$ cat src/rtl/ifetch_ctrl.sv
// Fetch-front controller: owns the fetch PC and the single-outstanding
// instruction-bus handshake, presenting one clean instruction per accepted PC.
module ifetch_ctrl #(
    parameter logic [31:0] RESET_PC = 32'hbfc0_0000
) (
    input  logic        clk_i,
    input  logic        reset_i,
    input  logic [31:0] pc_next_i,
    input  logic        stall_i,
    input  logic        flush_i,
    output logic        ireq_valid_o,
    output logic [31:0] ireq_addr_o,
    input  logic        iresp_addr_ok_i,
    input  logic        iresp_data_ok_i,
    input  logic [31:0] iresp_data_i,
    output logic [31:0] pc_o,
    output logic [31:0] raw_instr_o,
    output logic        instr_valid_o,
    output logic        fetch_busy_o
);

    typedef enum logic [1:0] {
        S_REQ  = 2'd0,
        S_WAIT = 2'd1,
        S_DONE = 2'd2,
        S_DROP = 2'd3
    } state_e;

    state_e      state_q, state_d;
    logic [31:0] pc_q, pc_d;
    logic [31:0] buf_q, buf_d;
    logic        aligned;
    logic        advance;

    always_ff @(posedge clk_i) begin
        if (reset_i) begin
            state_q <= S_REQ;
            pc_q    <= RESET_PC;
            buf_q   <= '0;
        end else begin
            state_q <= state_d;
            pc_q    <= pc_d;
            buf_q   <= buf_d;
        end
    end

    always_comb begin
        state_d = state_q;
        buf_d   = buf_q;
        aligned = (pc_q[1:0] == 2'b00);
        advance = flush_i || ((state_q == S_DONE) && !stall_i);
        pc_d    = advance ? pc_next_i : pc_q;

        case (state_q)
            S_REQ: begin
                if (flush_i) begin
                    // A request accepted in the flush cycle still owes a response; drain it.
                    if (aligned && iresp_addr_ok_i && !iresp_data_ok_i)
                        state_d = S_DROP;
                end else if (!aligned) begin
                    buf_d   = '0;
                    state_d = S_DONE;
                end else if (iresp_addr_ok_i && iresp_data_ok_i) begin
                    buf_d   = iresp_data_i;
                    state_d = S_DONE;
                end else if (iresp_addr_ok_i) begin
                    state_d = S_WAIT;
                end
            end
            S_WAIT: begin
                if (flush_i && iresp_data_ok_i) begin
                    state_d = S_REQ;
                end else if (flush_i) begin
                    state_d = S_DROP;
                end else if (iresp_data_ok_i) begin
                    buf_d   = iresp_data_i;
                    state_d = S_DONE;
                end
            end
            S_DROP: begin
                if (iresp_data_ok_i)
                    state_d = S_REQ;
            end
            S_DONE: begin
                if (flush_i || !stall_i)
                    state_d = S_REQ;
            end
        endcase
    end

    assign ireq_valid_o  = (state_q == S_REQ) && aligned && !reset_i;
    assign ireq_addr_o   = pc_q;
    assign pc_o          = pc_q;
    assign raw_instr_o   = buf_q;
    assign instr_valid_o = (state_q == S_DONE);
    assign fetch_busy_o  = !instr_valid_o;

endmodule

$ cat config.mk
export PLATFORM = sky130hd
export DESIGN_NAME = ifetch_ctrl
export DESIGN_NICKNAME = d
export VERILOG_FILES = /design/src/rtl/ifetch_ctrl.sv
export SDC_FILE = /design/constraint.sdc
export NUM_CORES = 1
export LEC_CHECK = 0
export ABC_AREA = 1
export ABC_CLOCK_PERIOD_IN_PS = 1650
export BUFFER_PORTS_ARGS = -buffer_cell sky130_fd_sc_hd__clkbuf_2
export CAP_MARGIN = 5
export CORE_MARGIN = 2
export CORE_UTILIZATION = 45
export CTS_CLUSTER_SIZE = 14
export DETAILED_ROUTE_END_ITERATION = 8
export PLACE_DENSITY = 0.84
export SYNTH_ARGS = -nofsm -noshare
export SYNTH_HDL_FRONTEND = slang
export SYNTH_SLANG_ARGS = --single-unit
$ cat constraint.sdc
create_clock -name clk_i -period 1.65 [get_ports clk_i]
set_clock_uncertainty 0.15 [all_clocks]
set_input_delay 0.0825 -clock clk_i [delete_from_list [all_inputs] [get_ports clk_i]]
set_output_delay 0.0825 -clock clk_i [all_outputs]
set_load 0.01 [all_outputs]
==> summary.txt <==
Crit path max-delay cell type -> sky130_fd_sc_hd__dfxtp_1
Top delay family on crit path -> buffers and inverters
Type of element launching the critical path -> register
Number of max-capacitance violations reported -> 0
Overflow left after global routing -> 0
Clk slew on worst S/H paths -> 70 ps
Number of buffers and inverters on the critical path -> 3
Pin count of the biggest net entering global routing -> 46
Final worst setup slack -> -32.7 ps
Total number of yosys warnings -> 0
Global placement routability congestion -> 0.745
Maximum cell stage delay along the critical path -> 390 ps
Setup total negative slack -> -32.7 ps
#FFs+latches synth -> 66
Top cell type's share of synthesized area -> 0.419
N_diodes -> 0
HPWL Detailed -> 5.55 mm
Number of antenna violations at the first check in global routing -> 0
Overall fraction of global-route tracks in use -> 0.242
Distinct cell type count after synthesis -> 23
Mean area per synthesized cell -> 6.92 um2
Clock tree from TritonCTS -> done
VDD IR max -> 0.599 mV
Syn-to-layout area delta -> 58.9%
Largest fanout of any net on the critical path -> 8
Req. time, crit path -> 1720 ps
Placeable core area -> 6790 um2
Async set-or-reset flop fraction in the synthesized netlist -> 0
Final setup violation count -> 1
Die extent in y -> 87.8 um
Average wire per standard cell -> 13.9 um
Number of DRC markers after the initial detailed-route iteration -> 144
Fraction of layout cells with a size suffix above 1 -> 0.361
Critical path's most frequent cell -> sky130_fd_sc_hd__buf_12
P per Cell Area -> 1410 nW/um2
Effective utilization at floorplan -> 0.465
Maximum buffer depth of the clock tree -> 2
Total wire length -> 10.7 mm
Most frequent cell after synthesis -> sky130_fd_sc_hd__nor2_1
Endpoint type of the worst setup path -> register
Footprint of the multi-input gates -> 1210 um2
Synthesized net count -> 526
Sinks on the clock net -> 66
Max Slew Vio Count -> 0
Ordered cell list for the critical path -> nor2_4 > buf_4 > nand3_2 > nand4_4 > buf_12 > buf_12 > o21ai_0 > nor2_1
Top-level I/O count -> 169
Worst-case headroom to the max-slew limit -> 0.722
Leak Pwr -> 0.00269 uW
Number of input and output port buffers inserted -> 168
X dimension of the die -> 87.8 um
Number of vias per cell after detailed routing -> 4.67
Ratio of final minimum period to clock period -> 1.02
Filler cells -> 479
Global-route wire length before repair -> 14.6 mm
Number of CTS-inserted buffers -> 9
Number of nets in the layout -> 736
Post-synth EDFFs -> 0
Run status -> complete, but fails checks
Instance count of the mapped netlist -> 456
Cell area after synthesis -> 3160 um2
Final critical delay including setup and external delays -> 1680 ps
H-Tree Level Count -> 3
Clk Latency, worst-skew pair -> 330 ps
Residual DRC -> 0
Critical path class -> register to register
Worst-Margin Slew -> 416 ps
Hold/Removal Path Class -> primary input to register
Number of hold violations in the final report -> 0
Commonest register cell after synthesis -> sky130_fd_sc_hd__dfxtp_1
Most used standard cells in the synthesized netlist -> sky130_fd_sc_hd__nor2_1 (83), sky130_fd_sc_hd__nand2_1 (77), sky130_fd_sc_hd__inv_1 (70), sky130_fd_sc_hd__dfxtp_1 (66), sky130_fd_sc_hd__o21ai_0 (38)
Worst endpoint data arrival time -> 1750 ps
Violations in the final reports -> negative setup slack
Cell type contributing the most total cell area after synthesis -> sky130_fd_sc_hd__dfxtp_1
Number of global-route vias before repair -> 3285
Leading cell types by total area after synthesis -> sky130_fd_sc_hd__dfxtp_1 (42%), sky130_fd_sc_hd__nor2_1 (9.9%), sky130_fd_sc_hd__nand2_1 (9.2%), sky130_fd_sc_hd__inv_1 (8.3%), sky130_fd_sc_hd__buf_4 (7.6%)
Number of nets with antenna violations after routing -> 0
Root Buffer -> sky130_fd_sc_hd__clkbuf_8
Total iterations of the first detailed-routing run -> 5
Sequential Area -> 1320 um2
Total Die Area -> 7700 um2
Share of synthesized area occupied by flip-flops and latches -> 0.419
FMAX -> 0.594 GHz
Post-route worst hold slack -> 35.3 ps
Count of vias placed by the detailed router -> 3579
FP Rows -> 30
## worst reg2reg max path, delay by kind of cell, from the launching register on
| family | cells | cell delay, ps |
|---|---|---|
| buf+inv | 3 | 460 |
| flops | 1 | 390 |
| simple gates | 4 | 350 |
| compound gates | 1 | 240 |
## per-stage QoR
stage | instances | utilization | cell area [um2] | setup slack, ps | power [uW]
finish | 767 | 0.738 | 5020 | -32.7 | 7080
global route | 767 | 0.738 | 5020 | -80.7 | 7510
CTS | 757 | 0.701 | 4770 | 2.38 | 6520
detailed placement | 678 | 0.572 | 3890 | -306 | 4730
global placement | 678 | 0.572 | 3890 | -123 | 4640
floorplan | 456 | - | 3160 | 104 | 3930
## cell usage in the layout, fill, tap and decap left out, types with 2 or more instances in the layout
cell type	count
sky130_fd_sc_hd__buf_4	6
sky130_fd_sc_hd__clkinvlp_4	2
sky130_fd_sc_hd__nor2_1	82
sky130_fd_sc_hd__inv_1	69
sky130_fd_sc_hd__nor2_2	22
sky130_fd_sc_hd__clkbuf_8	9
sky130_fd_sc_hd__a21oi_1	15
sky130_fd_sc_hd__clkbuf_16	6
sky130_fd_sc_hd__inv_2	4
sky130_fd_sc_hd__nand3_1	14
sky130_fd_sc_hd__buf_6	2
sky130_fd_sc_hd__buf_12	7
sky130_fd_sc_hd__nor2_4	3
sky130_fd_sc_hd__nand2_1	77
sky130_fd_sc_hd__clkbuf_2	168
sky130_fd_sc_hd__o21ai_1	6
sky130_fd_sc_hd__bufinv_16	3
sky130_fd_sc_hd__o21ai_0	36
sky130_fd_sc_hd__dlygate4sd3_1	63
sky130_fd_sc_hd__dfxtp_1	64
sky130_fd_sc_hd__dfxtp_2	2
## metal layers
layer	up-vias	global-route usage	routed length, um
met3	28	0.0603	828
met4	0	0.110	308
li1	1756	-	-
met5	-	0	0
met1	1605	0.265	4070
met2	190	0.437	5450
## where the power goes
part / switching (uW) / internal (uW) / leakage, uW
registers: 253 / 1980 / 0.000548
logic: 1770 / 1420 / 0.00203
clock network: 648 / 1010 / 0.000113
total: 2680 / 4400 / 0.00269
## final cells by class
class | instances | share of cell area
multi-input cells | 262 | 0.241
inverters | 75 | 0.0581
clock buffers | 10 | 0.0254
repair buffers | 252 | 0.365
flip-flops and latches | 66 | 0.264
well taps | 96 | 0.0239
clock inverters | 6 | 0.0227
## kinds of logic after synthesis
kind of cell	share of synthesized area
AO/OA/AOI/OAI	0.0927
buffers and inverters	0.208
flip-flops	0.419
AND/OR/NAND/NOR	0.280
## path summary, 6_finish.rpt
kind | start | cells after the start | slack (ps) | end
setup / recovery | ireq_addr_o[1] | 8 | -30 | raw_instr_o[11]
setup reg to reg | ireq_addr_o[1] | 8 | -30 | raw_instr_o[11]
hold / removal | iresp_data_i[16] | 5 | 40 | raw_instr_o[16]
hold reg to reg | ireq_addr_o[29] | 2 | 340 | ireq_addr_o[29]
## state kept, by name, indices dropped and copies added, names as in the netlist
| signal | cells |
|---|---|
| state_q | 2 |
| ireq_addr_o | 32 |
| raw_instr_o | 32 |
## repair_timing
item                       CTS  global route
pin swaps                    0             2
setup endpoints to repair   16            55
cloned                       0             8
gates resized for setup      1            12
hold endpoints to repair    63             0
buffers inserted             0             3
hold buffers                63             0
No activity file was read; power rests on OpenSTA's default activity.
